--- config.mk ---
export PLATFORM = sky130hd
export DESIGN_NAME = sk9822_strip_driver
export DESIGN_NICKNAME = d
export VERILOG_FILES = /design/src/rtl/sk9822_strip_driver.sv
export SDC_FILE = /design/constraint.sdc
export NUM_CORES = 1
export LEC_CHECK = 0
export ABC_AREA = 1
export CAP_MARGIN = 20
export CELL_PAD_IN_SITES_DETAIL_PLACEMENT = 1
export CELL_PAD_IN_SITES_GLOBAL_PLACEMENT = 2
export CORE_MARGIN = 2
export CORE_UTILIZATION = 25
export DETAILED_ROUTE_END_ITERATION = 8
export GPL_TIMING_DRIVEN = 0
export PLACE_DENSITY_LB_ADDON = 0.1
export SLEW_MARGIN = 20
export SYNTH_ARGS = -nofsm -noshare
export SYNTH_HDL_FRONTEND = slang
export SYNTH_SLANG_ARGS = --single-unit
--- constraint.sdc ---
create_clock -name clk -period 1.7 [get_ports clk]
set_input_delay 0.425 -clock clk [delete_from_list [all_inputs] [get_ports clk]]
set_output_delay 0.425 -clock clk [all_outputs]
set_load 0.01 [all_outputs]
--- src/rtl/sk9822_strip_driver.sv ---
// SK9822 / APA102-style LED strip driver.
// Shifts a start frame (32 zeros), one 32-bit word per LED (top three bits
// forced high), and an end frame of 32*ceil(n_leds/64) ones, MSB first.
// Optional feature macro: SK9822_STRIP_AUTO_REFRESH_EN -- when defined, the
// driver re-sends the strip contents after refresh_gap idle cycles.
module sk9822_strip_driver #(
    parameter int unsigned n_leds      = 13,
    parameter int unsigned clk_div     = 4,
    parameter int unsigned refresh_gap = 1024
) (
    input  logic                  clk,
    input  logic                  rst_n,
    input  logic                  start,
    input  logic [32*n_leds-1:0]  data_rgb,
    output logic                  busy,
    output logic                  done,
    output logic                  sk9822_clk,
    output logic                  sk9822_data
);

    localparam int unsigned DATA_W    = 32 * n_leds;
    localparam int unsigned END_WORDS = (n_leds + 63) / 64;
    localparam int unsigned DIV_W     = (clk_div > 1) ? $clog2(clk_div) : 1;
    localparam int unsigned WORD_W    = $clog2(n_leds + 1);

    localparam logic [DIV_W-1:0]  DIV_LAST = DIV_W'(clk_div - 1);
    localparam logic [WORD_W-1:0] LED_LAST = WORD_W'(n_leds - 1);
    localparam logic [WORD_W-1:0] END_LAST = WORD_W'(END_WORDS - 1);

    typedef enum logic [1:0] {
        IDLE      = 2'd0,
        START_FRM = 2'd1,
        LED_FRM   = 2'd2,
        END_FRM   = 2'd3
    } state_t;

    state_t              state;
    logic [DATA_W-1:0]   shadow;
    logic [31:0]         shift_word;
    logic [DIV_W-1:0]    div_cnt;
    logic [4:0]          bit_cnt;
    logic [WORD_W-1:0]   word_cnt;
    logic                fire_c;
    logic [31:0]         next_led_c;

    // Next LED word comes from the top of the shadow, brightness header forced to 3'b111
    assign next_led_c = {3'b111, shadow[DATA_W-4 -: 29]};

`ifdef SK9822_STRIP_AUTO_REFRESH_EN
    localparam int unsigned GAP_W = $clog2(refresh_gap + 1);

    logic [GAP_W-1:0] gap_cnt;

    assign fire_c = start || (gap_cnt == GAP_W'(refresh_gap - 1));

    // Idle timer: counts only in IDLE, restarts on every accepted frame
    always_ff @(posedge clk) begin
        if (!rst_n) begin
            gap_cnt <= '0;
        end else if ((state != IDLE) || fire_c) begin
            gap_cnt <= '0;
        end else begin
            gap_cnt <= gap_cnt + 1'b1;
        end
    end
`else
    assign fire_c = start;
`endif

    // Frame sequencer: bit timing, word loading and registered serial outputs
    always_ff @(posedge clk) begin
        if (!rst_n) begin
            state       <= IDLE;
            busy        <= 1'b0;
            done        <= 1'b0;
            sk9822_clk  <= 1'b0;
            sk9822_data <= 1'b0;
            div_cnt     <= '0;
            bit_cnt     <= '0;
            word_cnt    <= '0;
            shift_word  <= '0;
            shadow      <= '0;
        end else begin
            done <= 1'b0;
            if (state == IDLE) begin
                if (fire_c) begin
                    shadow      <= data_rgb;
                    state       <= START_FRM;
                    busy        <= 1'b1;
                    sk9822_clk  <= 1'b0;
                    sk9822_data <= 1'b0;
                    shift_word  <= '0;
                    div_cnt     <= '0;
                    bit_cnt     <= '0;
                    word_cnt    <= '0;
                end
            end else if (div_cnt != DIV_LAST) begin
                div_cnt <= div_cnt + 1'b1;
            end else if (!sk9822_clk) begin
                // Low half done: raise sck, data already stable
                div_cnt    <= '0;
                sk9822_clk <= 1'b1;
            end else begin
                // High half done: end of a bit period
                div_cnt    <= '0;
                sk9822_clk <= 1'b0;
                if (bit_cnt != 5'd31) begin
                    bit_cnt     <= bit_cnt + 1'b1;
                    shift_word  <= shift_word << 1;
                    sk9822_data <= shift_word[30];
                end else begin
                    bit_cnt <= '0;
                    if ((state == START_FRM) ||
                        ((state == LED_FRM) && (word_cnt != LED_LAST))) begin
                        shift_word  <= next_led_c;
                        sk9822_data <= next_led_c[31];
                        shadow      <= shadow << 32;
                        word_cnt    <= (state == START_FRM) ? '0 : word_cnt + 1'b1;
                        state       <= LED_FRM;
                    end else if (state == LED_FRM) begin
                        shift_word  <= '1;
                        sk9822_data <= 1'b1;
                        word_cnt    <= '0;
                        state       <= END_FRM;
                    end else if (word_cnt != END_LAST) begin
                        shift_word  <= '1;
                        sk9822_data <= 1'b1;
                        word_cnt    <= word_cnt + 1'b1;
                    end else begin
                        state       <= IDLE;
                        busy        <= 1'b0;
                        done        <= 1'b1;
                        sk9822_data <= 1'b0;
                        word_cnt    <= '0;
                    end
                end
            end
        end
    end

endmodule
==> results of run 1 <==
final timing paths:
kind	end	slack, ns
setup / recovery	shadow[0]	-0.28
hold / removal	shadow[9]	0.39
setup reg to reg	shadow[0]	-0.28
hold reg to reg	shadow[378]	0.45
Yosys cell counts, drive strengths merged:
master  number  share of area
ha           8         0.0048
nand2      641           0.12
o22ai        1        0.00030
buf        183          0.042
inv        363          0.065
o21ai       45          0.011
xor2         1        0.00042
a21oi      668           0.16
clkinv       1        0.00018
nand3      391          0.094
dfxtp      425           0.41
clkbuf      80          0.014
a21boi      66          0.024
nor3         3        0.00072
nor2       322          0.058
area by class of cell:
class	instances	area [sq um]
clock inverter	16	209
sequential	425	8520
buffer	261	2540
timing repair buffer	436	4750
tap	1070	1340
multi-input combinational	2147	11100
inverter	364	1380
antenna	3	7.51
fill	10000	50800
clock buffer	85	1690
stage by stage:
step,utilization,instances
after floorplan,-,3198
after global placement,0.317,4651
after detailed placement,0.317,4651
after CTS,0.361,4774
after global routing,0.383,4805
final,0.383,4807
logic make-up after synthesis:
group	synth area share
AO/OA/AOI/OAI	0.195
AND/OR/NAND/NOR	0.269
XOR/XNOR	0.000420
adder cells (fa/ha/maj)	0.00480
flip-flops	0.408
buffers and inverters	0.122
registers in the layout, indices dropped and copies added (netlist names):
signal / count
sk9822_clk: 1
shift_word: 31
busy: 1
done: 1
bit_cnt: 5
div_cnt: 2
word_cnt: 4
sk9822_data: 1
shadow: 377
state: 2
critical path: cells and delay by family (launching register included):
kind / cells / cell delay, ns
flip-flops: 1 / 0.35
adder cells (fa/ha/maj): 2 / 0.33
AO/OA/AOI/OAI: 1 / 0.05
AND/OR/NAND/NOR: 5 / 0.49
buffers and inverters: 4 / 0.59
where the power goes:
part / switching, mW / internal (mW)
clock network: 4.69 / 7.55
logic: 24.4 / 17.3
registers: 1.21 / 13.4
total: 30.3 / 38.2
per-layer routing:
layer / track usage / vias to the layer above / part of all wire
met4: 0.0655 / 4 / 0.028
li1: - / 11300 / -
met5: 0 / - / 0.00026
met1: 0.269 / 10700 / 0.43
met2: 0.402 / 447 / 0.50
met3: 0.0300 / 135 / 0.036
what timing repair did:
item	CTS	global route
cloned	7	20
buffers inserted	17	10
hold endpoints to repair	0	0
setup endpoints to repair	429	426
pin swaps	21	46
resized for setup	438	369
==> flow_summary.json, run 1 <==
{
  "status": "finished with violations",
  "violations": "negative setup slack",
  "portBuffers": 383,
  "crit_fanout": 8,
  "initial_utilization": 0.253,
  "first_pass_iters": 5,
  "htree_levels": 2,
  "post_synth_num_cell_types": 21,
  "vias": 22600,
  "setup_violations": 420,
  "cts_tree": "done",
  "worstHoldStart": "data_rgb[9]",
  "drtIter0Drc": 868,
  "grt_use_total": 0.221,
  "drive_gt1_frac": 0.182,
  "final_hold_viol_count": 0,
  "detail_route.wl_per_cell_um": 20.6,
  "worst_slack_ns": -0.282,
  "core-area_sq_um": 82400,
  "final_cell_mix": "nand2_1, a21oi_1, dfxtp_1, clkdlybuf4s50_1, nand3_1",
  "overflow": 0,
  "preCtsSetupSlack_ns": -1.57,
  "drv_slew": 0,
  "grt_pass1_wl_um": 143000,
  "peakVddDrop_mv": 0.743,
  "grt_max_degree": 16,
  "clockBufferDepth": 3,
  "path_cells": "ha_4, inv_4, nor2_4, ha_4, nor2_4, nor2_4, buf_12, nand2_8, buf_12, buf_12, nand2_2, a21oi_1",
  "syn_area_sq_um": 20800,
  "ys_warn_count": 0,
  "finalSetupTns_ns": -82.10,
  "finalInstanceArea_sq_um": 31600,
  "end_kind": "register",
  "yosysSeqAreaShare": 0.408,
  "holdBufCountCts": 0,
  "crit_start": "bit_cnt[0]",
  "maxCapViolCount": 0,
  "rsz0062_at_grt": "yes",
  "crit_path_max_incr_delay_ns": 0.35,
  "ant_nets": 0,
  "cts_sinks": 425,
  "place_area_sq_um": 26100,
  "syn_inst": 3198,
  "antenna_found_initial": 4,
  "leakagePower_nw": 12.9,
  "crit_arrival_ns": 2.44,
  "min_path_type": "in2reg",
  "min_period_ns": 1.98,
  "die-area_sq_um": 85700,
  "clk_pin_slew_ns": 0.06,
  "power.density_nw_per_um2": 2170,
  "dp_hpwl_um": 76500,
  "yosys_register_bits": 425,
  "numCtsBuffers": 55,
  "power_mw": 68.5,
  "final_nets": 4117,
  "num_rows": 105,
  "cpMaxStageDelayCell": "dfxtp_2",
  "layout_commonest_cell": "nand2_1",
  "syn_avg_cell_area_sq_um": 6.52,
  "die_w_um": 293,
  "whs_ns": 0.390,
  "max_freq_mhz": 504,
  "die_h_um": 293,
  "slew_headroom": 0.555,
  "clk_latency_ns": 0.60,
  "avgViaCountPerCell": 4.69,
  "io_pins": 423,
  "tightest_slew_ns": 0.667,
  "drc": 0,
  "reg2reg_depth": 12,
  "r2r_start": "bit_cnt[0]",
  "cts.root.buffer_cell": "clkbuf_16",
  "gp_congestion": 0.850,
  "crit_type": "reg2reg",
  "area_growth_pct": 51.4,
  "start_kind": "register",
  "syn_nets": 3625,
  "first_global_vias": 23900,
  "finalClockSkew_ns": 0.0122,
  "holdPathStages": 3,
  "routed_wl_um": 99000,
  "crit_required_ns": 2.16,
  "fin_crit_sh": 1.17
}
(Power assumes the default switching activity.)
==> run 2, diff against run 1 <==
--- a/config.mk
+++ b/config.mk
@@ -5,12 +5,12 @@
 export SDC_FILE = /design/constraint.sdc
 export NUM_CORES = 1
 export LEC_CHECK = 0
-export ABC_AREA = 1
 export CAP_MARGIN = 20
 export CELL_PAD_IN_SITES_DETAIL_PLACEMENT = 1
 export CELL_PAD_IN_SITES_GLOBAL_PLACEMENT = 2
+export CORE_ASPECT_RATIO = 0.8
 export CORE_MARGIN = 2
-export CORE_UTILIZATION = 25
+export CORE_UTILIZATION = 30
 export DETAILED_ROUTE_END_ITERATION = 8
 export GPL_TIMING_DRIVEN = 0
 export PLACE_DENSITY_LB_ADDON = 0.1
==> run 2 against run 1 <==
  * The flow still finishes with violations (negative setup slack)
  * Highest routed layer unchanged
  * Synthesized cell count is 39% lower
  * Largest power group unchanged
  * Critical path depth shrank 1
  * Sequential power decreased by 11%
  * Fmax is 8.0% lower
  * First-iteration DRC count down 18%
  * Routed wire length shrank 13%
  * Synthesized area down 1.3%
  * Utilization up 6.1 points
  * Combinational power shrank 67%
  * Power decreased by 45%
  * Clock-buffer cell count is 5 lower
  * Critical endpoint is now shadow[359]
==> flow_summary.json, run 2 <==
{
  "yosys_register_bits": 425,
  "maxCapViolCount": 0,
  "path_cells": "ha_4, and3_4, ha_4, nand4b_1, nand2_4, and2_4, buf_12, buf_16, buf_12, buf_12, a211oi_2",
  "ant_nets": 0,
  "layout_commonest_cell": "dfxtp_1",
  "syn_area_sq_um": 20600,
  "grt_max_degree": 13,
  "setup_violations": 424,
  "drive_gt1_frac": 0.311,
  "syn_avg_cell_area_sq_um": 10.6,
  "crit_required_ns": 2.19,
  "reg.largest.list": "shadow (377), shift_word (31), bit_cnt (5)",
  "largest_register": "shadow",
  "start_kind": "register",
  "portBuffers": 382,
  "crit_start": "bit_cnt[1]",
  "clk_latency_ns": 0.60,
  "power.density_nw_per_um2": 1260,
  "crit_fanout": 10,
  "htree_levels": 2,
  "grt_use_total": 0.232,
  "first_global_vias": 19000,
  "yosysMostFrequentCell": "dfxtp_1",
  "post_synth_num_cell_types": 45,
  "ys_warn_count": 0,
  "grt_pass1_wl_um": 124000,
  "min_path_type": "in2reg",
  "gp_congestion": 0.840,
  "status": "finished with violations",
  "async_reset_ff_frac": 0,
  "violations": "negative setup slack",
  "synth_area_leaders": "dfxtp_1, a211oi_2, mux2i_1, a21oi_1, clkbuf_1",
  "end_kind": "register",
  "final_hold_viol_count": 0,
  "fin_crit_sh": 1.27,
  "drv_slew": 0,
  "preCtsSetupSlack_ns": -1.27,
  "antenna_found_initial": 8,
  "min_period_ns": 2.15,
  "first_pass_iters": 4,
  "dp_hpwl_um": 64700,
  "drc": 0,
  "initial_utilization": 0.305,
  "overflow": 0,
  "yosysTopAreaCellShare": 0.414,
  "synth-main-ff-cell": "dfxtp_1",
  "drtIter0Drc": 715,
  "cts.root.buffer_cell": "clkbuf_16",
  "die-area_sq_um": 70700,
  "detail_route.wl_per_cell_um": 25.5,
  "core-area_sq_um": 67500,
  "synth_edf_count": 0,
  "num_rows": 85,
  "max_freq_mhz": 464,
  "worst_slack_ns": -0.454,
  "routed_wl_um": 86300,
  "r2r_start": "bit_cnt[1]",
  "crit_arrival_ns": 2.65,
  "syn_inst": 1936,
  "peakVddDrop_mv": 0.775,
  "worstHoldStart": "rst_n",
  "rsz0062_at_grt": "yes",
  "cts_tree": "done",
  "crit_path_max_incr_delay_ns": 0.34,
  "synth_largest_area_cell": "dfxtp_1",
  "crit_top_cell": "buf_12",
  "finalClockSkew_ns": 0.0319,
  "slew_headroom": 0.380,
  "leakagePower_nw": 11.7,
  "clk_pin_slew_ns": 0.06,
  "numCtsBuffers": 49,
  "clockBufferDepth": 3,
  "final_nets": 2854,
  "power_mw": 37.6,
  "yosysSeqAreaShare": 0.414,
  "tightest_slew_ns": 0.930,
  "cts_sinks": 425,
  "avgViaCountPerCell": 5.22,
  "die_w_um": 297,
  "syn_nets": 2363,
  "vias": 17700,
  "io_pins": 423,
  "die_h_um": 238,
  "area_growth_pct": 45.7,
  "cpMaxStageDelayCell": "dfxtp_2",
  "utilization": 0.444,
  "crit_type": "reg2reg",
  "holdBufCountCts": 0,
  "largest_reg_flops": 377,
  "final_cell_mix": "dfxtp_1, clkdlybuf4s50_1, a211oi_2, a21oi_1, mux2i_1",
  "ys_top_cells_by_count": "dfxtp_1, a21oi_1, mux2i_1"
}
-- run 2: worst max-delay path, delay by kind of cell, from the launching register on --
family,cells,cell delay (ns)
AO/OA/AOI/OAI,1,0.18
adder cells (fa/ha/maj),2,0.30
buffers and inverters,4,0.53
flip-flops,1,0.34
AND/OR/NAND/NOR,4,0.70
-- run 2: final timing paths --
kind	endpoint	slack, ns	cells past startpoint
worst max register to register	shadow[359]	-0.45	11
worst min-delay path	shift_word[2]	0.38	3
worst min register to register	shift_word[5]	0.46	2
worst max-delay path	shadow[359]	-0.45	11
-- run 2: area by class of cell --
cell class,count,area [sq um]
inverter,7,26.3
fill,7227,37600
tap,913,1140
antenna,5,12.5
timing repair buffer,445,4890
clock inverter,9,73.8
sequential,425,8520
buffer,217,2240
multi-input combinational,1282,11500
clock buffer,80,1550
-- run 2: cells by family after synthesis --
logic type	count (synthesis)	share of synthesized area
buffers and inverters	229	0.0569
AO/OA/AOI/OAI	840	0.335
flip-flops	425	0.414
XOR/XNOR	2	0.000852
multiplexers	351	0.171
adder cells (fa/ha/maj)	8	0.00487
AND/OR/NAND/NOR	81	0.0185
-- run 2: per-stage QoR --
step	area [sq um]	setup TNS [ns]	cells	hold slack, ns
finish	30000	-149.39	3383	0.375
detailed placement	26000	-394.02	3231	0.458
global placement	26000	-390.32	3231	0.438
floorplan	21000	-52.75	1936	0.429
CTS	29000	-164.47	3347	0.363
global route	30000	-181.40	3383	0.399
-- run 2: routing by layer --
metal  wire, um  part of all wire  track usage
met4       1200             0.014       0.0469
met1      41100              0.48        0.321
met3       3170             0.037       0.0376
met2      40700              0.47        0.383
met5         39           0.00045            0
-- run 2: where the power goes --
| part | switching (mW) | internal, mW |
|---|---|---|
| Sequential | 1.32 | 11.6 |
| Clock | 4.52 | 6.33 |
| Combinational | 7.22 | 6.63 |
| Total | 13.1 | 24.6 |
-- run 2: what timing repair did --
| item | CTS | global route |
|---|---|---|
| setup endpoints to repair | 427 | 426 |
| hold endpoints to repair | 0 | 0 |
| gates resized for setup | 274 | 145 |
| buffers inserted | 20 | 17 |
| gates cloned | 8 | 18 |
| pin swaps | 5 | 10 |
==> RTL change (config.mk and constraints of run 2) <==
Add an input register stage for `data_rgb`, with the module's reset; this delays it by one clock. The other inputs are not delayed to match.
--- a/src/rtl/sk9822_strip_driver.sv
+++ b/src/rtl/sk9822_strip_driver.sv
@@ -33,6 +33,16 @@
         LED_FRM   = 2'd2,
         END_FRM   = 2'd3
     } state_t;
+
+    logic [32*n_leds-1:0] data_rgb_q;
+
+    always_ff @(posedge clk) begin
+        if (!rst_n) begin
+            data_rgb_q <= '0;
+        end else begin
+            data_rgb_q <= data_rgb;
+        end
+    end
 
     state_t              state;
     logic [DATA_W-1:0]   shadow;
@@ -84,7 +94,7 @@
             done <= 1'b0;
             if (state == IDLE) begin
                 if (fire_c) begin
-                    shadow      <= data_rgb;
+                    shadow      <= data_rgb_q;
                     state       <= START_FRM;
                     busy        <= 1'b1;
                     sk9822_clk  <= 1'b0;
Check against the original RTL: not settled (the Yosys comparison gave no result); the edit may change what the design does.
==> RTL change against run 2 <==
- the run still ends with negative setup slack left
- clock power increased by 81%
- largest cell class is now flip-flops and latches
- critical path depth is the same
- worst setup slack got worse by 24 ps
- sequential cell count rose by 377
- final area is 42% higher
- power increased by 59%
- highest routed layer is now met4
- area after synthesis increased by 49%
- routed wire length up 26%
- clock skew decreased by 6.6 ps
==> RTL change: results (changes against run 2) <==
stage	metric	value	unit	change
critical_path	worst-path fanout max	6		-4
status	status	complete, but fails checks		
min_path	hold path startpoint	data_rgb[373]		
synth	synthesized netlist cell count	2738		+41%
cells_and_area	Finished Layout Cells	4686		+39%
cts	Clock Latency Late Sink	660	ps	+60 ps
placed_design	dpl cells	4445		+38%
synth	XOR/XNOR Fraction of Synth Area	0.0857	%	+0.00054 points
placed_design	Final HPWL DP	80100	um	+24%
placed_design	GPL Wtd Cong	0.849		+1.1%
grt	global-route usage over all layers	20.1	%	-3.1 points
synth	Synth area leaders	dfxtp_1 52%, a211oi_2 13%, mux2i_1 12%		
grt	largest net degree at the start of global routing	15		+2
critical_path	CP max stage delay	360	ps	+20 ps
synth	Synth Warn #	0		unchanged
critical_path	worst r2r path cells	11		unchanged
grt	vias in the first global route	24400		+29%
timing	number of setup violations in the final report	542		+28%
critical_path	Crit-path slowest cell	dfxtp_4		
synth	syn nets	3165		+34%
pwr	maximum vdd drop	803	uV	+3.6%
pwr	Leak Pwr	16.6	nW	+42%
pwr	Internal Pwr Total	41.1	mW	+67%
route	post-DR vias/cell	4.79		-8.3%
synth	Seq/Total Area, Yosys	52.4	%	+11 points
critical_path	RR Endpoint	shadow[64]		
cells_and_area	Layout Nets	3712		+30%
min_path	worst min path class	in -> reg		
route	starting DRC count in detailed routing	928		+30%
route	first drt pass iteration count	5		+1
synth	Commonest cells post-synth	802 x dfxtp_1, 379 x and2_1, 357 x a21oi_1		
grt	antenna violations before repair	11		+3
synth	post-synthesis adder-cell area fraction	0.326	%	-0.16 points
min_path	Hold Path Sink	data_rgb_q[373]		
critical_path	worst r2r src	bit_cnt[1]		
cts	CTS Buf Count	84		+71%
timing	Worst Slack Setup Final	-478	ps	-24.3 ps
placed_design	# port buffers	382		unchanged
status	failing checks	negative setup slack		
synth	post-synthesis compound-gate area fraction	22.4	%	-11 points
cts	clk root buf	clkbuf_16		
critical_path	Reg2Reg Setup Slack	-480	ps	-20 ps
cells_and_area	share of layout cells above drive strength 1	26.9	%	-4.2 points
min_path	Hold Path Cell Cnt	2		-1
route	WL final	109000	um	+26%
critical_path	worst path arrival time	2680	ps	+30 ps
timing	clk_skew	25.3	ps	-6.60 ps
grt	global-route wire length before repair	159000	um	+28%
cells_and_area	top flop regs	data_rgb_q (377), shadow (377), shift_word (31)		
synth	Post-synth ARST share	0	%	unchanged
synth	unique cell type count in the Yosys netlist	44		-2.2%
synth	mux share of post-synthesis cell area	11.6	%	-5.5 points
timing	Slew @ Worst Pin	1010	ps	+79.8 ps
cts	H-tree Lvls	3		+1
## RTL change: cell type report
class                           instances  area, um^2
Clock buffer                          126        2460
Tap cell                             1325        1660
Antenna cell                            5        12.5
Multi-Input combinational cell       1664       14400
Sequential cell                       802       16100
Inverter                                8        35.0
Buffer                                262        2420
Fill cell                           10600       58400
Timing Repair Buffer                  463        5160
Clock inverter                         31         458
## RTL change: stage by stage
stage / hold WS [ps] / worst slack (ps) / setup TNS [ps] / area [um^2] / utilization (%)
3_5_place_dp: 435 / -1690 / -847850 / 36500 / 36.1
3_3_place_gp: 435 / -1690 / -885270 / 36500 / 36.1
4_1_cts: 294 / -526 / -206760 / 41500 / 41.1
6_report: 345 / -478 / -177270 / 42600 / 42.2
2_1_floorplan: 426 / -202 / -69590 / 31000 / -
5_1_grt: 306 / -534 / -229420 / 42600 / 42.2
## RTL change: power groups by stage
stage          combinational [mW]  clock [mW]  sequential, mW
6_report                     17.5        19.6            22.9
4_1_cts                      16.3        20.1            22.9
2_1_floorplan                9.91           0            22.3
3_3_place_gp                 13.5           0            23.1
3_5_place_dp                 13.9           0            23.1
5_1_grt                      18.7        20.9            23.1
## RTL change: how the worst max path moves through the flow
| stage | endpoint | cells past startpoint | from | slack [ps] |
|---|---|---|---|---|
| floorplan | shadow[100] | 10 | bit_cnt[1] | -200 |
| global placement | shadow[408] | 6 | rst_n | -1690 |
| detailed placement | shadow[308] | 6 | rst_n | -1690 |
| CTS | shadow[50] | 11 | state[0] | -530 |
| global route | shadow[161] | 11 | bit_cnt[1] | -530 |
| finish | shadow[64] | 11 | bit_cnt[1] | -480 |
## RTL change: metal layers
| layer | global-route usage, % | vias to the layer above | share of wire [%] |
|---|---|---|---|
| met4 | 4.03 | 0 | 1.7 |
| met1 | 28.6 | 11000 | 50 |
| met5 | 0 | - | 0 |
| met3 | 3.85 | 118 | 4.0 |
| met2 | 31.7 | 395 | 45 |
| li1 | - | 10900 | - |
## RTL change: cell families (layout without fill, tap and decap cells)
logic type | count (synthesis) | after routing
multiplexers | 355 | 355
buffers and inverters | 272 | 890
adder cells (fa/ha/maj) | 8 | 8
flip-flops | 802 | 802
XOR/XNOR | 3 | 3
AND/OR/NAND/NOR | 459 | 459
AO/OA/AOI/OAI | 839 | 839
other | 0 | 5
## RTL change: timing repair
action	4_1_cts	5_1_grt
endpoints found under the setup margin	611	672
cloned	17	18
setup buffers	34	15
hold buffers	0	0
pin swaps	43	22
resized for setup	351	215
## RTL change: worst max-delay path: cells and delay by family, from the launching register on
| kind | cells | cell delay (ps) |
|---|---|---|
| AND/OR/NAND/NOR | 3 | 480 |
| AO/OA/AOI/OAI | 2 | 200 |
| buffers and inverters | 4 | 690 |
| flip-flops | 1 | 360 |
| adder cells (fa/ha/maj) | 2 | 300 |
